==> src/rtl/decoder_nan_scan_pkg.sv <==
// Shared types for the scanning one-hot decoder.
package decoder_nan_scan_pkg;

  typedef enum logic {
    MODE_DIRECT = 1'b0,
    MODE_SCAN   = 1'b1
  } scan_mode_e;

endpackage

==> src/rtl/decoder_nan_onehot.sv <==
// Combinational N-to-2^N one-hot decoder; all-zero when En is low.
module decoder_nan_onehot #(
  parameter int N = 3
) (
  input  logic [N-1:0]        x,
  input  logic                En,
  output logic [(1<<N)-1:0]   y
);

  always_comb begin
    y = '0;
    if (En) y[x] = 1'b1;
  end

endmodule

==> src/rtl/decoder_nan_scan.sv <==
// One-hot decoder with registered outputs: direct decode of x or auto-scan
// through all outputs with a programmable dwell per output.
module decoder_nan_scan
  import decoder_nan_scan_pkg::*;
#(
  parameter int N       = 3,
  parameter int DWELL_W = 8
) (
  input  logic                clk,
  input  logic                rst,
  input  logic                En,
  input  logic                mode,
  input  logic [N-1:0]        x,
  input  logic                load,
  input  logic [DWELL_W-1:0]  dwell,
  output logic [(1<<N)-1:0]   y,
  output logic [N-1:0]        sel,
  output logic                wrap
);

  localparam int OUT_W = 1 << N;

  scan_mode_e          mode_e;
  logic [DWELL_W-1:0]  dwell_q, dwell_next;
  logic [DWELL_W-1:0]  cnt_q, cnt_next;
  logic [N-1:0]        sel_next;
  logic                wrap_next;
  logic [OUT_W-1:0]    y_next;

  assign mode_e = scan_mode_e'(mode);

  // Next-state selection: load, then mode, then enable/dwell stepping.
  always_comb begin
    dwell_next = dwell_q;
    cnt_next   = cnt_q;
    sel_next   = sel;
    wrap_next  = 1'b0;
    if (load) begin
      dwell_next = dwell;
      cnt_next   = '0;
      if (mode_e == MODE_DIRECT) sel_next = x;
    end else if (mode_e == MODE_DIRECT) begin
      sel_next = x;
      cnt_next = '0;
    end else if (En) begin
      if (cnt_q == dwell_q) begin
        cnt_next  = '0;
        sel_next  = sel + 1'b1;
        wrap_next = (sel == {N{1'b1}});
      end else begin
        cnt_next = cnt_q + 1'b1;
      end
    end
  end

  // y is decoded from the select value being registered on this same edge.
  decoder_nan_onehot #(.N(N)) u_onehot (
    .x  (sel_next),
    .En (En),
    .y  (y_next)
  );

  // Output register stage
  always_ff @(posedge clk) begin
    if (rst) begin
      y       <= '0;
      sel     <= '0;
      wrap    <= 1'b0;
      dwell_q <= '0;
      cnt_q   <= '0;
    end else begin
      y       <= y_next;
      sel     <= sel_next;
      wrap    <= wrap_next;
      dwell_q <= dwell_next;
      cnt_q   <= cnt_next;
    end
  end

endmodule

==> config.mk <==
export PLATFORM = sky130hd
export DESIGN_NAME = decoder_nan_scan
export DESIGN_NICKNAME = d
export VERILOG_FILES = /design/src/rtl/decoder_nan_scan_pkg.sv /design/src/rtl/decoder_nan_onehot.sv /design/src/rtl/decoder_nan_scan.sv
export SDC_FILE = /design/constraint.sdc
export NUM_CORES = 1
export LEC_CHECK = 0
export BUFFER_PORTS_ARGS = -buffer_cell sky130_fd_sc_hd__buf_2
export CAP_MARGIN = 0
export CORE_ASPECT_RATIO = 1.5
export CORE_MARGIN = 2
export CORE_UTILIZATION = 53
export CTS_CLUSTER_DIAMETER = 50
export DETAILED_ROUTE_END_ITERATION = 10
export GPL_TIMING_DRIVEN = 0
export PLACE_DENSITY_LB_ADDON = 0.05
export SLEW_MARGIN = 20
export SYNTH_ARGS = -nofsm -noshare
export SYNTH_HDL_FRONTEND = slang
export SYNTH_HIERARCHICAL = 1
export SYNTH_SLANG_ARGS = --single-unit
==> constraint.sdc <==
create_clock -name clk -period 2.7 [get_ports clk]
set_clock_uncertainty 0.15 [all_clocks]
set_input_delay 0.27 -clock clk [delete_from_list [all_inputs] [get_ports clk]]
set_output_delay 0.27 -clock clk [all_outputs]
set_load 0.01 [all_outputs]
==> metrics.csv, run 1 <==
metric;value;unit
DR WL/cell;13.3;microns
clock share of power;0.331;
fin crit period;2.49;ns
Final period util;0.921;
drt first-iter violations;27;
Setup TNS;0;ns
FF-to-FF setup slack;0.21;ns
global route hottest layer;met2;
Max VDD drop;0.334;mV
Post-CTS Setup Bufs;0;
M2 GR Usage;0.340;
Max Fanout on Critical Path;8;
crit path kind;flip-flop to flip-flop;
DRC Markers;0;
CP top delay family;simple AND/OR/NAND/NOR gates;
diode count;0;
Final Max Tran Viols;0;
Critical Path AT;2.56;ns
FMAX;402;MHz
routed vias;1094;
actual slew at the worst max-slew pin;0.693;ns
Nets;189;
Final Setup Violations;0;
gr ovfl total;0;
Min-Delay Path Depth;3;
die width;45.8;microns
critical path startpoint category;flip-flop;
layout cell share with drive strength beyond 1;0.266;
status;finished, final reports clean;
Starting Density;0.560;
total CTS buffers;3;
sequential share of power;0.528;
Worst-path clk slew;0.15;ns
Critical Path Stages;6;
Ys Warns;6;
first-pass GRT wire length;4.33;mm
critical-path cell list;xnor2_1 > nand4b_1 > o311a_1 > nor3_1 > and4bb_2 > nor2b_1;
Critical Path Max Stage Delay;0.58;ns
drt total wl;2.56;mm
R2R cell count;6;
Yosys cell types;43;
CTS tree;yes;
FP Rows;22;
worst path bufs/invs;0;
CTS Hold Buffers Added;0;
Lkg Pwr;0.685;nW
initial antenna violation count;0;
power per cell area;518;nW/um^2
clk sinks;28;
H-Tree Level Count;1;
internal power contribution;0.631;mW
combinational share of power;0.140;
synthesized cell area;1390;sq um
RSZ-0062 raised after global routing;no;
worst rel slew slack;0.537;
post-layout util;0.647;
syn nets;157;
layout overhead on the synthesized area;15.7;%
area of the core;2480;sq um
die area;3050;sq um
worst hold-check path type;input pin to flip-flop;
Crit path required time;2.77;ns
Mean Syn Cell Area;10.0;sq um
Slowest cell on crit path;nor3_1;
hold violation total from the final report;0;
maxcap violations;0;
CTS max path bufs;2;
GP Congestion;0.805;
largest net degree at the start of global routing;17;
switching power share of the total;0.240;
DRT antenna net count;0;
port bufs;27;
vias per cell;5.67;
# IOs;28;
later-pin clock latency in the skew report;0.33;ns
element type at the critical path end;flip-flop;
HPWL Detailed;1.94;mm
Yosys reg bits;28;
sw power;0.200;mW
Seq/Total Area, Yosys;0.404;
GRT Util Overall;0.191;
met3 Resource Use GR;0.0271;
drt first pass iters;4;
post-CTS sizing;0;
Mapped Cells;138;
Global Route met1 Usage;0.211;
vias in the first global route;1024;
chip height;66.6;microns
clk root buf;clkbuf_4;
## cell usage after synthesis (all sizes together)
master	n	area share
and4bb	3	0.027
nor3b	1	0.0054
nand2	7	0.019
xnor2	9	0.087
and4	2	0.014
xor2	6	0.038
clkbuf	3	0.0081
nor3	1	0.0036
a21oi	1	0.0036
or4	1	0.0054
o311ai	1	0.0063
nand2b	1	0.0045
mux2i	9	0.065
or3	1	0.0081
and3b	1	0.0063
a311o	1	0.0072
nand4	3	0.024
and2	1	0.0045
a221o	1	0.0072
o311a	1	0.0072
nor2	18	0.049
nor4	5	0.023
o21ai	1	0.0036
ha	3	0.027
nand3	7	0.025
nor2b	8	0.036
buf	2	0.0063
and4b	3	0.023
and3	1	0.0054
inv	3	0.0081
nand4b	1	0.0063
nand3b	1	0.0054
dfxtp	28	0.40
o31ai	1	0.0090
nor4b	1	0.011
a211o	1	0.0063
## state kept, by name (all words and copies together), names as in the netlist
register / flops
cnt_q: 8
dwell_q: 8
sel: 3
wrap: 1
y: 8
## metrics by stage
stage          area (sq um)  setup slack, ns  power (mW)  cells  hold slack (ns)
4_1_cts                1600            0.182       0.838    193          0.00952
5_1_grt                1600           0.0262       0.868    193          0.00305
3_3_place_gp           1550            0.237       0.560    189            0.358
2_1_floorplan          1390            0.518       0.528    138            0.268
3_5_place_dp           1550            0.151       0.565    189            0.369
6_report               1600            0.213       0.831    193           0.0131
## cell usage in the layout, fill, tap and decap left out, types with 5 or more instances in the layout
master / count
xor2_1: 6
nor2b_1: 8
mux2i_1: 9
xnor2_1: 5
nand3_1: 7
nand2_1: 7
dfxtp_1: 28
buf_2: 28
nor4_1: 5
nor2_1: 18
## routing by layer
| metal | part of all wire | wire, microns | vias up |
|---|---|---|---|
| met1 | 0.42 | 1070 | 513 |
| met2 | 0.54 | 1390 | 20 |
| met3 | 0.028 | 71 | 4 |
| met5 | 0 | 0 | - |
| li1 | - | - | 557 |
| met4 | 0.012 | 30 | 0 |
## power by group through the flow
stage	Sequential, mW	Clock, mW	Combinational [mW]
floorplan	0.449	0	0.0795
global placement	0.447	0	0.112
detailed placement	0.448	0	0.117
CTS	0.439	0.282	0.117
global route	0.441	0.297	0.130
finish	0.439	0.275	0.117
## final timing paths
| kind | start | to |
|---|---|---|
| worst max-delay path | cnt_q[0]$_SDFFE_PP0P_ | y[4]$_SDFF_PP0_ |
| worst min-delay path | dwell[0] | dwell_q[0]$_SDFFE_PP0P_ |
| worst max register to register | cnt_q[0]$_SDFFE_PP0P_ | y[4]$_SDFF_PP0_ |
| worst min register to register | dwell_q[0]$_SDFFE_PP0P_ | dwell_q[0]$_SDFFE_PP0P_ |
## worst register-to-register path: cells and delay by family, from the launching register on
family,cells,cell delay [ns]
and+or+nand+nor,4,1.20
xor gates and xnor gates,1,0.19
AOI/OAI and AO/OA,1,0.35
DFF,1,0.48
## final cells by class
type	instances	area [sq um]
clock inverter	1	30.0
sequential	28	561
timing repair buffer	27	135
tap	24	30.0
clock buffer	3	22.5
multi-input combinational	102	795
fill	225	873
buffer	5	20.0
inverter	3	11.3
## cell families after synthesis
family | Yosys count | share of synthesized area
simple gates | 67 | 0.306
flops | 28 | 0.404
mux | 9 | 0.0650
compound gates | 8 | 0.0505
xor+xnor | 15 | 0.125
buf+inv | 8 | 0.0226
fa+ha+maj | 3 | 0.0271
Note: power is estimated with default switching activity, not from simulation.
==> inputs of run 2 (changes only) <==
- PLACE_DENSITY: default -> 0.77
- PLACE_DENSITY_LB_ADDON: 0.05 -> default
==> metrics.csv, run 2 (synthesis results as in run 1) <==
metric;value;unit
status;finished, final reports clean;
hold_sp;dwell[5];
diode count;0;
crit path kind;flip-flop to flip-flop;
Nets;189;
clk sinks;28;
vias in the first global route;1051;
H-Tree Level Count;1;
Lkg Pwr;0.685;nW
clk root buf;clkbuf_4;
Crit path required time;2.78;ns
# IOs;28;
total CTS buffers;3;
GRT Util Overall;0.191;
RSZ-0062 raised after global routing;no;
Critical Path AT;2.63;ns
drt first-iter violations;16;
Min-Delay Path Depth;3;
CTS max path bufs;2;
Design Power;0.827;mW
Critical Path Max Stage Delay;0.63;ns
CTS tree;yes;
initial antenna violation count;0;
chip height;66.6;microns
placed inst area;1550;sq um
worst hold-check path type;input pin to flip-flop;
post-CTS sizing;0;
multi-input combinational cell area;795;sq um
power per cell area;516;nW/um^2
FF-to-FF setup slack;0.15;ns
critical-path cell list;xnor2_1 > nand2_1 > o311a_1 > nor3_1 > and4bb_2 > nor2b_1;
later-pin clock latency in the skew report;0.32;ns
hold path endpoint;dwell_q[5]$_SDFFE_PP0P_;
final instance area;1600;sq um
Setup TNS;0;ns
hold violation total from the final report;0;
Post-CTS Setup Bufs;0;
area occupied by registers;561;sq um
CTS Hold Buffers Added;0;
DRC Markers;0;
Max Fanout on Critical Path;9;
maxcap violations;0;
FMAX;392;MHz
DRT antenna net count;0;
RR Startpoint;cnt_q[2]$_SDFFE_PP0P_;
element type at the critical path end;flip-flop;
DR WL/cell;13.2;microns
vias per cell;5.69;
commonest cells after routing, fill and taps aside;buf_2 (28), dfxtp_1 (28), nor2_1 (18);
area of the core;2480;sq um
Starting Density;0.560;
gr ovfl total;0;
drt total wl;2.54;mm
Final period util;0.945;
drt first pass iters;4;
largest net degree at the start of global routing;17;
Worst-path clk slew;0.15;ns
Slowest cell on crit path;nor3_1;
reg2reg end;y[4]$_SDFF_PP0_;
die area;3050;sq um
fin crit period;2.55;ns
HPWL Detailed;1.94;mm
Final Max Tran Viols;0;
Max VDD drop;0.361;mV
worst rel slew slack;0.509;
number of fill cells;208;
layout overhead on the synthesized area;15.7;%
layout cell share with drive strength beyond 1;0.266;
routed vias;1098;
actual slew at the worst max-slew pin;0.730;ns
port bufs;27;
R2R cell count;6;
critical path startpoint category;flip-flop;
FP Rows;22;
Final Setup Violations;0;
first-pass GRT wire length;4.26;mm
GP Congestion;0.888;
die width;45.8;microns
largest registers;cnt_q (8), dwell_q (8), y (8);
-- run 2: per-stage QoR --
stage / utilization / hold slack [ns] / setup WS (ns) / instances
detailed placement: 0.626 / 0.361 / 0.128 / 189
floorplan: - / 0.268 / 0.518 / 138
global route: 0.647 / 0.0189 / 0.0422 / 193
finish: 0.647 / 0.0214 / 0.150 / 193
CTS: 0.647 / 0.00898 / 0.147 / 193
global placement: 0.626 / 0.353 / 0.174 / 189
-- run 2: critical path: cells and delay by family, from the launching register on --
family / cells / cell delay, ns
XOR/XNOR: 1 / 0.16
AO/OA/AOI/OAI: 1 / 0.43
AND/OR/NAND/NOR: 4 / 1.26
flip-flops: 1 / 0.46
-- run 2: layout make-up --
cell class                 count  share of cell area
multi-input combinational    102               0.495
timing repair buffer          27              0.0842
sequential                    28               0.349
tap                           24              0.0187
clock inverter                 1              0.0187
clock buffer                   3              0.0140
inverter                       3             0.00702
buffer                         5              0.0125
-- run 2: power by group --
part | leakage [nW] | total [mW] | switching (mW) | internal (mW)
registers | 0.228 | 0.439 | 0.0116 | 0.427
logic | 0.428 | 0.117 | 0.0631 | 0.0538
clock network | 0.0279 | 0.272 | 0.121 | 0.150
total | 0.685 | 0.827 | 0.196 | 0.631
-- run 2: metal layers --
layer,global-route usage,part of all wire
met1,0.199,0.40
met5,0,0
met2,0.349,0.56
met4,0.0929,0.015
met3,0.0325,0.027
-- run 2: worst max-delay path by stage --
stage / start / to / slack [ns] / cells after the start
6_report: cnt_q[2]$_SDFFE_PP0P_ / y[4]$_SDFF_PP0_ / 0.15 / 6
4_1_cts: cnt_q[1]$_SDFFE_PP0P_ / y[4]$_SDFF_PP0_ / 0.15 / 6
2_1_floorplan: cnt_q[1]$_SDFFE_PP0P_ / y[4]$_SDFF_PP0_ / 0.52 / 6
5_1_grt: cnt_q[1]$_SDFFE_PP0P_ / y[5]$_SDFF_PP0_ / 0.04 / 6
3_3_place_gp: En / y[4]$_SDFF_PP0_ / 0.17 / 7
3_5_place_dp: En / y[4]$_SDFF_PP0_ / 0.13 / 7
==> inputs of run 3 (changes only) <==
- CORE_UTILIZATION: 53 -> 35
- PLACE_DENSITY: 0.77 -> default
==> metrics.csv, run 3 (synthesis results as in run 1) <==
metric;value;unit
# IOs;28;
maxcap violations;0;
layout overhead on the synthesized area;19.3;%
CTS Hold Buffers Added;0;
CTS tree;yes;
drt first-iter violations;10;
largest net degree at the start of global routing;17;
vias per cell;5.13;
FP Rows;28;
Worst-path clk slew;0.10;ns
actual slew at the worst max-slew pin;0.716;ns
RR Startpoint;cnt_q[1]$_SDFFE_PP0P_;
Final period util;0.853;
critical path startpoint category;flip-flop;
layout cell share with drive strength beyond 1;0.272;
crit path kind;flip-flop to flip-flop;
Critical Path AT;2.31;ns
R2R cell count;6;
vias in the first global route;1138;
top sig layer;met4;
metal2 WL;1.49;mm
element type at the critical path end;flip-flop;
drt first pass iters;4;
RSZ-0062 raised after global routing;no;
Setup TNS;0;ns
port bufs;27;
GRT Util Overall;0.132;
power per cell area;535;nW/um^2
drt total wl;2.68;mm
sequential share of power;0.495;
first-pass GRT wire length;4.77;mm
HPWL Detailed;2.08;mm
commonest cells after routing, fill and taps aside;buf_2 (28), dfxtp_1 (28), nor2_1 (18);
GP Congestion;0.792;
clk root buf;clkbuf_8;
die width;55.4;microns
hold slack;0.0786;ns
worst rel slew slack;0.523;
DR WL/cell;12.5;microns
H-Tree Level Count;1;
die area;4490;sq um
hold violation total from the final report;0;
dpl ws;0.169;ns
initial antenna violation count;0;
internal power contribution;0.679;mW
diode count;0;
Min-Delay Path Depth;3;
total CTS buffers;3;
hold_sp;dwell[3];
chip height;81.1;microns
area of the core;3890;sq um
Starting Density;0.356;
Lkg Pwr;0.694;nW
final worst setup slack;0.397;ns
combinational share of power;0.132;
Post-Route M1 WL;1.06;mm
Crit path required time;2.71;ns
gr ovfl total;0;
met3 WL;79;microns
Max Fanout on Critical Path;9;
FMAX;434;MHz
CTS max path bufs;2;
clock share of power;0.372;
Final Max Tran Viols;0;
Max VDD drop;0.216;mV
DRT antenna net count;0;
status;finished, final reports clean;
fin crit period;2.30;ns
worst hold-check path type;input pin to flip-flop;
Nets;189;
later-pin clock latency in the skew report;0.27;ns
clk sinks;28;
largest registers;cnt_q (8), dwell_q (8), y (8);
DRC Markers;0;
Final Setup Violations;0;
Setup crit start;cnt_q[1]$_SDFFE_PP0P_;
routed vias;1098;
sw power;0.206;mW
switching power share of the total;0.233;
run 3: layer usage:
layer	global-route usage	vias to the layer above
met5	0	-
met4	0.0634	0
met3	0.0207	6
met2	0.265	19
met1	0.129	517
li1	-	556
run 3: metrics by stage:
stage | instances | area (sq um) | power (mW) | util
4_1_cts | 214 | 1650 | 0.898 | 0.424
3_5_place_dp | 210 | 1580 | 0.565 | 0.406
2_1_floorplan | 138 | 1390 | 0.528 | -
6_report | 214 | 1650 | 0.885 | 0.425
5_1_grt | 214 | 1650 | 0.929 | 0.425
3_3_place_gp | 210 | 1580 | 0.561 | 0.406
run 3: worst paths after layout:
path | endpoint | slack, ns
min reg2reg | dwell_q[5]$_SDFFE_PP0P_ | 0.38
min | dwell_q[3]$_SDFFE_PP0P_ | 0.08
max | y[4]$_SDFF_PP0_ | 0.40
max reg2reg | y[4]$_SDFF_PP0_ | 0.40
run 3: area by class of cell:
type / instances / area [sq um]
multi-input cells: 102 / 800
clock buffers: 3 / 41.3
plain buffers: 5 / 20.0
inverters: 3 / 11.3
well taps: 45 / 56.3
repair buffers: 27 / 135
flip-flops and latches: 28 / 561
clock inverters: 1 / 30.0
fillers: 398 / 2230
run 3: timing repair:
action / 4_1_cts / 5_1_grt
setup buffers: 0 / 0
gates resized for setup: 0 / 1
endpoints found under the setup margin: 0 / 1
run 3: worst max-delay path, stage by stage, from the launching register on:
cell and delay [ns]:
dfxtp_1 0.48, xnor2_2 0.17, nand4_4 0.19, o311a_1 0.40, nor3_2 0.40, and4bb_2 0.27
nor2b_1 0.12
run 3: power groups by stage:
stage	clock (mW)	combinational [mW]	sequential (mW)
5_1_grt	0.357	0.132	0.440
4_1_cts	0.342	0.117	0.439
6_report	0.329	0.117	0.438
3_5_place_dp	0	0.117	0.448
3_3_place_gp	0	0.113	0.448
2_1_floorplan	0	0.0795	0.449
